## src/rtl/ps2_host_tx_pkg.sv

```systemverilog
// ============================================================================
// ps2_host_tx_pkg : shared FSM encoding, PS/2 command bytes and small helpers
// Revision 1.0
// ============================================================================
`default_nettype none

package ps2_host_tx_pkg;

  typedef enum logic [2:0] {
    ST_IDLE    = 3'd0,
    ST_INHIBIT = 3'd1,
    ST_START   = 3'd2,
    ST_SHIFT   = 3'd3,
    ST_ACK     = 3'd4,
    ST_ACK_REL = 3'd5
  } state_e;

  localparam logic [7:0] CMD_SET_LED = 8'hED;
  localparam logic [7:0] CMD_RESET   = 8'hFF;
  localparam logic [7:0] DEV_ACK     = 8'hFA;

  // Falls 1..10 carry data/parity/stop; fall 11 is the device ack.
  localparam logic [3:0] FALL_STOP = 4'd9;
  localparam logic [3:0] FALL_ACK  = 4'd11;

  function automatic logic odd_parity(input logic [7:0] b);
    return ~^b;
  endfunction

  function automatic logic [3:0] fall_inc(input logic [3:0] n);
    return (n >= FALL_ACK) ? FALL_ACK : n + 4'd1;
  endfunction

endpackage

`default_nettype wire

```

## src/rtl/ps2_input_filter.sv

```systemverilog
// ============================================================================
// ps2_input_filter : 2-FF synchronizer plus stability filter for a PS/2 pin
// Revision 1.0
// ============================================================================
`default_nettype none

module ps2_input_filter #(
  parameter int CLOCK_FILTER = 24
) (
  input  logic clk,
  input  logic rst_n,
  input  logic pin_in,
  output logic level
);

  localparam int CW = $clog2(CLOCK_FILTER + 1);

  logic          sync1_q, sync2_q;
  logic          level_q, level_d;
  logic [CW-1:0] cnt_q, cnt_d;

  // Filtered level only follows the pin after CLOCK_FILTER consecutive differing samples.
  always_comb begin
    level_d = level_q;
    cnt_d   = '0;
    if (sync2_q != level_q) begin
      if (cnt_q == CW'(CLOCK_FILTER - 1)) begin
        level_d = sync2_q;
      end else begin
        cnt_d = cnt_q + CW'(1);
      end
    end
  end

  always_ff @(posedge clk or negedge rst_n) begin
    if (!rst_n) begin
      sync1_q <= 1'b1;
      sync2_q <= 1'b1;
      level_q <= 1'b1;
      cnt_q   <= '0;
    end else begin
      sync1_q <= pin_in;
      sync2_q <= sync1_q;
      level_q <= level_d;
      cnt_q   <= cnt_d;
    end
  end

  assign level = level_q;

endmodule

`default_nettype wire

```

## src/rtl/ps2_host_tx.sv

```systemverilog
// ============================================================================
// ps2_host_tx : PS/2 host-to-device transmitter (inhibit, start, data, parity,
//               stop, device ack) driving open-drain enables
// Revision 1.0
// ============================================================================
`default_nettype none

module ps2_host_tx
  import ps2_host_tx_pkg::*;
#(
  parameter int CLOCK_FILTER   = 24,
  parameter int INHIBIT_CYCLES = 12000,
  parameter int TIMEOUT_CYCLES = 2000000
) (
  input  logic       clk,
  input  logic       rst_n,
  input  logic       send_trigger,
  input  logic [7:0] send_byte,
  output logic       busy,
  output logic       done,
  output logic       error,
  input  logic       ps2_clk_in,
  input  logic       ps2_dat_in,
  output logic       ps2_clk_oe,
  output logic       ps2_dat_oe
);

  localparam int CNT_MAX = (TIMEOUT_CYCLES > INHIBIT_CYCLES) ? TIMEOUT_CYCLES : INHIBIT_CYCLES;
  localparam int CNT_W   = $clog2(CNT_MAX + 1);

  logic clk_lvl, dat_lvl, clk_fall;

  ps2_input_filter #(.CLOCK_FILTER(CLOCK_FILTER)) u_clk_filt (
    .clk    (clk),
    .rst_n  (rst_n),
    .pin_in (ps2_clk_in),
    .level  (clk_lvl)
  );

  ps2_input_filter #(.CLOCK_FILTER(CLOCK_FILTER)) u_dat_filt (
    .clk    (clk),
    .rst_n  (rst_n),
    .pin_in (ps2_dat_in),
    .level  (dat_lvl)
  );

  state_e             state_q, state_d;
  logic [7:0]         byte_q, byte_d;
  logic               parity_q, parity_d;
  logic [3:0]         nfall_q, nfall_d;
  logic [CNT_W-1:0]   cnt_q, cnt_d;
  logic               busy_q, busy_d;
  logic               done_q, done_d;
  logic               error_q, error_d;
  logic               clk_oe_q, clk_oe_d;
  logic               dat_oe_q, dat_oe_d;
  logic               clk_prev_q, clk_prev_d;

  assign clk_prev_d = clk_lvl;
  assign clk_fall   = clk_prev_q & ~clk_lvl;

  always_comb begin
    state_d  = state_q;
    byte_d   = byte_q;
    parity_d = parity_q;
    nfall_d  = nfall_q;
    cnt_d    = cnt_q + CNT_W'(1);
    busy_d   = busy_q;
    clk_oe_d = clk_oe_q;
    dat_oe_d = dat_oe_q;
    done_d   = 1'b0;
    error_d  = 1'b0;

    case (state_q)
      ST_IDLE: begin
        cnt_d    = '0;
        busy_d   = 1'b0;
        clk_oe_d = 1'b0;
        dat_oe_d = 1'b0;
        // busy_q is still high during the done/error cycle, so a trigger there is ignored.
        if (send_trigger && !busy_q) begin
          byte_d   = send_byte;
          parity_d = odd_parity(send_byte);
          nfall_d  = '0;
          busy_d   = 1'b1;
          clk_oe_d = 1'b1;
          state_d  = ST_INHIBIT;
        end
      end
      ST_INHIBIT: begin
        if (cnt_q == CNT_W'(INHIBIT_CYCLES - 1)) begin
          dat_oe_d = 1'b1;
          cnt_d    = '0;
          state_d  = ST_START;
        end
      end
      ST_START: begin
        clk_oe_d = 1'b0;
        cnt_d    = '0;
        state_d  = ST_SHIFT;
      end
      ST_SHIFT: begin
        if (clk_fall) begin
          cnt_d   = '0;
          nfall_d = fall_inc(nfall_q);
          if (nfall_q < 4'd8) begin
            dat_oe_d = ~byte_q[nfall_q[2:0]];
          end else if (nfall_q < FALL_STOP) begin
            dat_oe_d = ~parity_q;
          end else begin
            dat_oe_d = 1'b0;
            state_d  = ST_ACK;
          end
        end
      end
      ST_ACK: begin
        if (clk_fall) begin
          cnt_d   = '0;
          nfall_d = fall_inc(nfall_q);
          if (!dat_lvl) begin
            state_d = ST_ACK_REL;
          end else begin
            error_d = 1'b1;
            state_d = ST_IDLE;
          end
        end
      end
      ST_ACK_REL: begin
        if (clk_lvl && dat_lvl) begin
          done_d  = 1'b1;
          state_d = ST_IDLE;
        end
      end
      default: state_d = ST_IDLE;
    endcase

    if ((state_q == ST_START || state_q == ST_SHIFT || state_q == ST_ACK ||
         state_q == ST_ACK_REL) && !clk_fall && cnt_q == CNT_W'(TIMEOUT_CYCLES - 1)) begin
      clk_oe_d = 1'b0;
      dat_oe_d = 1'b0;
      done_d   = 1'b0;
      error_d  = 1'b1;
      state_d  = ST_IDLE;
    end
  end

  always_ff @(posedge clk or negedge rst_n) begin
    if (!rst_n) begin
      state_q    <= ST_IDLE;
      byte_q     <= '0;
      parity_q   <= 1'b0;
      nfall_q    <= '0;
      cnt_q      <= '0;
      busy_q     <= 1'b0;
      done_q     <= 1'b0;
      error_q    <= 1'b0;
      clk_oe_q   <= 1'b0;
      dat_oe_q   <= 1'b0;
      clk_prev_q <= 1'b1;
    end else begin
      state_q    <= state_d;
      byte_q     <= byte_d;
      parity_q   <= parity_d;
      nfall_q    <= nfall_d;
      cnt_q      <= cnt_d;
      busy_q     <= busy_d;
      done_q     <= done_d;
      error_q    <= error_d;
      clk_oe_q   <= clk_oe_d;
      dat_oe_q   <= dat_oe_d;
      clk_prev_q <= clk_prev_d;
    end
  end

  assign busy       = busy_q;
  assign done       = done_q;
  assign error      = error_q;
  assign ps2_clk_oe = clk_oe_q;
  assign ps2_dat_oe = dat_oe_q;

endmodule

`default_nettype wire

```

## config.mk

```make
export PLATFORM = sky130hd
export DESIGN_NAME = ps2_host_tx
export DESIGN_NICKNAME = d
export VERILOG_FILES = /design/src/rtl/ps2_host_tx_pkg.sv /design/src/rtl/ps2_input_filter.sv /design/src/rtl/ps2_host_tx.sv
export SDC_FILE = /design/constraint.sdc
export NUM_CORES = 1
export LEC_CHECK = 0
export CELL_PAD_IN_SITES_DETAIL_PLACEMENT = 0
export CELL_PAD_IN_SITES_GLOBAL_PLACEMENT = 2
export CORE_MARGIN = 2
export CORE_UTILIZATION = 39
export CTS_BUF_LIST = sky130_fd_sc_hd__clkbuf_4 sky130_fd_sc_hd__clkbuf_8 sky130_fd_sc_hd__clkbuf_16
export CTS_CLUSTER_DIAMETER = 60
export CTS_CLUSTER_SIZE = 25
export DETAILED_ROUTE_END_ITERATION = 10
export HOLD_SLACK_MARGIN = 0.12
export PLACE_DENSITY = 0.79
export SYNTH_ARGS = -nofsm -noshare
export SYNTH_HDL_FRONTEND = slang
export SYNTH_SLANG_ARGS = --single-unit
export TNS_END_PERCENT = 5
```

## constraint.sdc

```tcl
create_clock -name clk -period 2.6 [get_ports clk]
set_clock_uncertainty 0.1 [all_clocks]
set_input_delay 0.39 -clock clk [delete_from_list [all_inputs] [get_ports clk]]
set_output_delay 0.39 -clock clk [all_outputs]
set_load 0.03 [all_outputs]
```

# Yosys cells after proc, flatten, opt, wreduce, memory -nomap -nowiden
# Cells that the tools add are included.
word_totals:
  ff_bits: 59
  output_inout_bits: 5
  in_bits: 13
classes:
  eq_ne: 20
  reduce_logical: 22
  add_sub_neg: 4
  mux: 39
  n_lt_le_gt_ge: 4
  n_bitwise: 4
op_table:
  columns: ["operator", "n"]
  rows:
  - ["$pmux W21 S3", 1]
  - ["$mux W21", 2]
  - ["$mux W3", 9]
  - ["$add A21 B1 Y21 const B", 1]
  - ["$eq A21 B14 Y1 const B", 1]
  - ["$eq A21 B21 Y1 const B", 1]
  - ["$mux W5", 4]
  - ["$pmux W3 S6", 1]
  - ["$mux W1", 15]
  - ["$ne A3 B2 Y1 const B", 5]
  - ["$mux W4", 3]
  - ["$add A5 B1 Y5 const B", 2]
  - ["$eq A5 B5 Y1 const B", 2]
  - ["$lt A4 B4 Y1 const B", 2]
  - ["$pmux W4 S2", 1]
  - ["$reduce_xnor A8 Y1", 1]
  - ["$reduce_and A7 Y1", 1]
  - ["$eq A3 B2 Y1 const B", 2]
  - ["$eq A3 B3 Y1 const B", 2]
  - ["$ne A3 B3 Y1 const B", 2]
  - ["$reduce_and A2 Y1", 3]
  - ["$reduce_and A3 Y1", 2]
  - ["$add A4 B1 Y4 const B", 1]
  - ["$ge A4 B4 Y1 const B", 1]
  - ["18 further kinds", 28]

# Depth between registers and ports, before layout
logic_depth:
  word_depth: 8
  depth_mapped: 8
  depth_no_buf: 7

# Modules after synthesis
# From an unflattened synthesis, not the netlist that was laid out.
hier_totals:
  cells_unflattened: 278
  hier_area_um2: 2932.8
modules_own_cells:
  columns: ["module", "area_per_inst_um2", "n_inst", "seq_area_each_um2", "cells_each"]
  rows:
  - ["ps2_host_tx", 2294.7, 1, 1077.3, 228]
  - ["ps2_input_filter", 319.1, 2, 203.9, 25]

# Least setup slack after synthesis
# OpenSTA, ideal clock, no wires.
synth_path:
  path_kind: "register -> register"
  start: "register cnt_q[8]"
  end: "register cnt_q[11]"
  setup_ns: 0.121
  t_arrival_ns: 1.719
  setup_slack_ns: 0.660
  n_path_buf: 1
  path_stages_with_launch: 7
  required_time_ns: 2.379
  cell_sequence: "dfrtp_1 -> or4_4 -> nor4_4 -> nand4_2 -> a21oi_1 -> buf_2 -> nor2_1"
synth_between:
  elab_chain_cells: 3
  word_cells_on_any_way: 5
  classes_between: "add/sub: 1; eq/ne: 1; mux: 3"
synth_lines:
  columns: ["item", "line", "rtl"]
  rows:
  - ["start, declared", "ps2_host_tx.sv:51", "logic [CNT_W-1:0] cnt_q, cnt_d;"]
  - ["start signal, assigned", "ps2_host_tx.sv:165", "cnt_q <= cnt_d;"]
  - ["$add A21 B1 Y21 / $eq A21 B14 Y1 (equally long branches)", "ps2_host_tx.sv:67, ps2_host_tx.sv:91", null]
  - ["$mux W21 (on tied branches)", "ps2_host_tx.sv:103, ps2_host_tx.sv:117, ps2_host_tx.sv:91", null]
  - ["$pmux W21 S3 *", "ps2_host_tx.sv:74", "case (state_q)"]
  - ["net cnt_d[11]", "ps2_host_tx.sv:51", null]
# The timed path passes the listed nets; every way through them passes the cells marked *.
# A chain may end at the register's enable or synchronous reset.

# Worst setup path after layout
layout_path:
  start: "register cnt_q[8]"
  end: "register state_q[2]"
layout_between:
  elab_chain_cells: 4
  word_cells_on_any_way: 12
  classes_between: "eq/ne: 9; mux: 1; reduce/logical: 2"
layout_lines:
  columns: ["item", "line", "rtl"]
  rows:
  - ["$eq A21 B21 Y1", "ps2_host_tx.sv:138", "state_q == ST_ACK_REL) && !clk_fall && cnt_q == CNT_W'(TIMEOUT_CYCLES - 1)) begin"]
  - ["$logic_and A1 B1 Y1", "ps2_host_tx.sv:138", null]
  - ["$ne A3 B2 Y1 (no source line) / $ne A3 B3 Y1 (equally long branches)", null, null]
  - ["$reduce_and A7 Y1 (no source line)", null, null]
  - ["end signal, assigned", "ps2_host_tx.sv:161", "state_q <= state_d;"]
  - ["end, declared", "ps2_host_tx.sv:47", "state_e state_q, state_d;"]
# Several ways; a longest one is shown, not always the timed one.

==> impl_metrics.csv <==
group,metric,value,unit
detailed_routing,drt_iter0_markers,69,
synthesis,synth_edf_count,0,
timing,holdWs,0.2597,ns
pwr,vdd.ir_drop.worst,0.3175,mV
critical_path,critical-path-top-delay-family,"simple AND/OR/NAND/NOR gates",
grt,grt_max_degree,60,
floorplanning,die_w,90.79,um
floorplanning,fp-row-count,31,
synthesis,ys.flop_type,"dfrtp_1",
pwr,power.net_switching,469.8,uW
synthesis,syn_inst,281,
floorplanning,start_util,0.4029,
critical_path,crit_fanout,8,
clock_network,cts_buffer_depth,2,
clock_network,cts_tree,"built",
layout,drive_above_1_share,0.1456,
critical_path,reg2reg_depth,5,
min_path,hp-class,"reg2reg",
detailed_routing,wl,5.609,mm
clock_network,cts_setup_buffers,0,
floorplanning,die_h,90.79,um
synthesis,synth-seq-cells,59,
synthesis,synth_warnings,0,
pwr,powerDensity,572.3,nW/um2
min_path,hold_start,"u_clk_filt.sync1_q",
timing,drv_slew,0,
detailed_routing,wl_per_cell,13.75,um
critical_path,cpMaxStageDelayCell,"or4_4",
place,place_congestion,0.7478,
clock_network,cts_buffers,9,
min_path,hold_end,"u_clk_filt.sync2_q",
critical_path,endpoint_kind,"flip-flop",
timing,fin_crit,2.104,ns
detailed_routing,first_pass_iters,4,
critical_path,worstPathRequired,2.72,ns
grt,antenna_found_initial,0,
critical_path,r2r_end,"state_q[2]",
floorplanning,io_pins,18,
timing,worst_pin_slew,0.7624,ns
detailed_routing,drc,0,
pwr,p_comb_frac,0.068,
clock_network,holdBufCountCts,1,
timing,rsz0062_at_grt,"no",
critical_path,cpPeakStageDelay,0.57,ns
critical_path,r2r_slack,0.50,ns
critical_path,worst-setup-path-type,"reg2reg",
synthesis,avgSynthCellArea,10.45,um2
synthesis,synth-seq-area-share,0.5055,
synthesis,async_flop_share,1.000,
place,place_ws,0.4597,ns
place,numPortBuffers,17,
pwr,internal-power,1.490,mW
pwr,pwr-share-clk,0.423,
clock_network,htreeDepth,3,
place,hpwl,3.728,mm
synthesis,synth_cell_type_count,43,
critical_path,critPathLaunch,"cnt_q[8]",
layout,final_util,0.4696,
clock_network,clock-sinks,59,
timing,layout_setup_ws,0.4965,ns
critical_path,cp-start-kind,"flip-flop",
grt,grt_usage,0.1509,
pwr,pwr-share-seq,0.509,
job,drv_cap,0,
timing,post-route-period-util,0.8090,
detailed_routing,routed_via_density,4.953,
pwr,swShare,0.2397,
detailed_routing,vias,2021,
detailed_routing,antenna_left,0,
min_path,hold_depth,0,
clock_network,root_buffer,"clkbuf_8",
grt,grt_pass1_vias,2037,
floorplanning,die_area,8243,um2
layout,fin_nets,322,
layout,area_growth_syn_to_layout,16.57,%
floorplanning,coreArea,7292,um2
grt,gr-total-overflow,0,
critical_path,cp.arrival,2.22,ns
timing,hold_viol,0,
layout,diodes,0,
timing,tns,0,ns
timing,fmax,475.4,MHz
clock_network,clk_latency,0.34,ns
critical_path,worstPathCellList,"or4_4 -> nor4b_1 -> nand4_1 -> o211ai_1 -> o21ai_0",
synthesis,syn-num-nets,299,
grt,grt_pass1_wl,9.922,mm
critical_path,reg2reg_from,"cnt_q[8]",
critical_path,crit_buf_inv,0,
timing,setup_viol,0,
pwr,leakage,1.457,nW
clock_network,clkTransAtPathRegs,0.08,ns
timing,relSlewSlack,0.4918,
layout,fill_cells,734,
synthesis,syn_area,2938,um2
outcome,status,"complete, no violations",
clock_network,cts_resized,0,
[state kept, by name (all words and copies together), names as in the netlist, 3 cells and up]
name	count
byte_q	8
cnt_q	21
nfall_q	4
state_q	3
u_clk_filt.cnt_q	5
u_dat_filt.cnt_q	5
[cell type report]
cell class                 instances  area, um2  area share
inverter                           6      22.52    0.006577
clock inverter                     5      55.05     0.01608
clock buffer                      11      138.9     0.04056
multi-input combinational        205       1386      0.4048
sequential                        59       1485      0.4337
timing repair buffer              23      212.7     0.06211
tap                               99      123.9     0.03617
[cell families after synthesis]
group | share of synthesized area
buf+inv | 0.02257
compound gates | 0.07922
xor+xnor | 0.1043
simple gates | 0.2040
mux | 0.06303
flops | 0.5055
fa+ha+maj | 0.02129
[metal layers]
| layer | routed length, um | share of wire | vias to the layer above | global-route usage |
|---|---|---|---|---|
| met5 | 0 | 0 | - | 0 |
| met4 | 70 | 0.012 | 0 | 0.04545 |
| met3 | 193 | 0.034 | 7 | 0.05509 |
| met2 | 2575 | 0.46 | 25 | 0.2369 |
| met1 | 2770 | 0.49 | 972 | 0.1954 |
| li1 | - | - | 1017 | - |
[worst max-delay path by stage]
| stage | endpoint | depth (start not counted) |
|---|---|---|
| final | state_q[2] | 5 |
| after global routing | state_q[2] | 5 |
| after CTS | state_q[2] | 5 |
| after detailed placement | nfall_q[2] | 6 |
| after global placement | state_q[2] | 5 |
| after floorplan | cnt_q[11] | 6 |
[power groups by stage]
stage	clock, mW	sequential (mW)	combinational [mW]
2_1_floorplan	0	1.01	0.0841
3_3_place_gp	0	1.01	0.133
6_report	0.830	0.997	0.133
3_5_place_dp	0	1.01	0.135
5_1_grt	0.898	1.00	0.155
4_1_cts	0.866	0.997	0.136
[synth_stat cells (5+ instances only)]
library cell	number	area (um2)
dfrtp_1	52	1301
nor2_1	31	116.4
nand2_1	24	90.09
xor2_1	20	175.2
nand3_1	15	75.07
xnor2_1	15	131.4
o21ai_0	12	60.06
a21oi_1	10	50.05
mux2_2	10	112.6
clkbuf_1	9	33.78
nor2b_1	8	50.05
dfstp_2	7	183.9
inv_1	6	22.52
nor3_1	6	30.03
ha_1	5	62.56
mux2i_1	5	50.05
nand4_1	5	31.28
[stage by stage]
stage / instances / area [um2] / power [mW]
after global placement: 391 / 3221 / 1.146
after CTS: 408 / 3425 / 1.999
after detailed placement: 391 / 3221 / 1.147
after global routing: 408 / 3425 / 2.057
final: 408 / 3425 / 1.960
after floorplan: 281 / 2938 / 1.090
[layout by cell type, fill, tap and decap left out, types with 6 or more instances in the layout]
| cell type | Yosys | routed |
|---|---|---|
| nand2_1 | 24 | 24 |
| o21ai_0 | 12 | 12 |
| nand3_1 | 15 | 15 |
| dfstp_2 | 7 | 7 |
| a21oi_1 | 10 | 10 |
| nor3_1 | 6 | 6 |
| clkdlybuf4s50_1 | 0 | 16 |
| xnor2_1 | 15 | 15 |
| inv_1 | 6 | 6 |
| nor2b_1 | 8 | 8 |
| xor2_1 | 20 | 20 |
| nor2_1 | 31 | 31 |
| clkbuf_8 | 0 | 9 |
| dfrtp_1 | 52 | 52 |
| mux2_2 | 10 | 10 |
No activity file was read; power rests on OpenSTA's default activity.
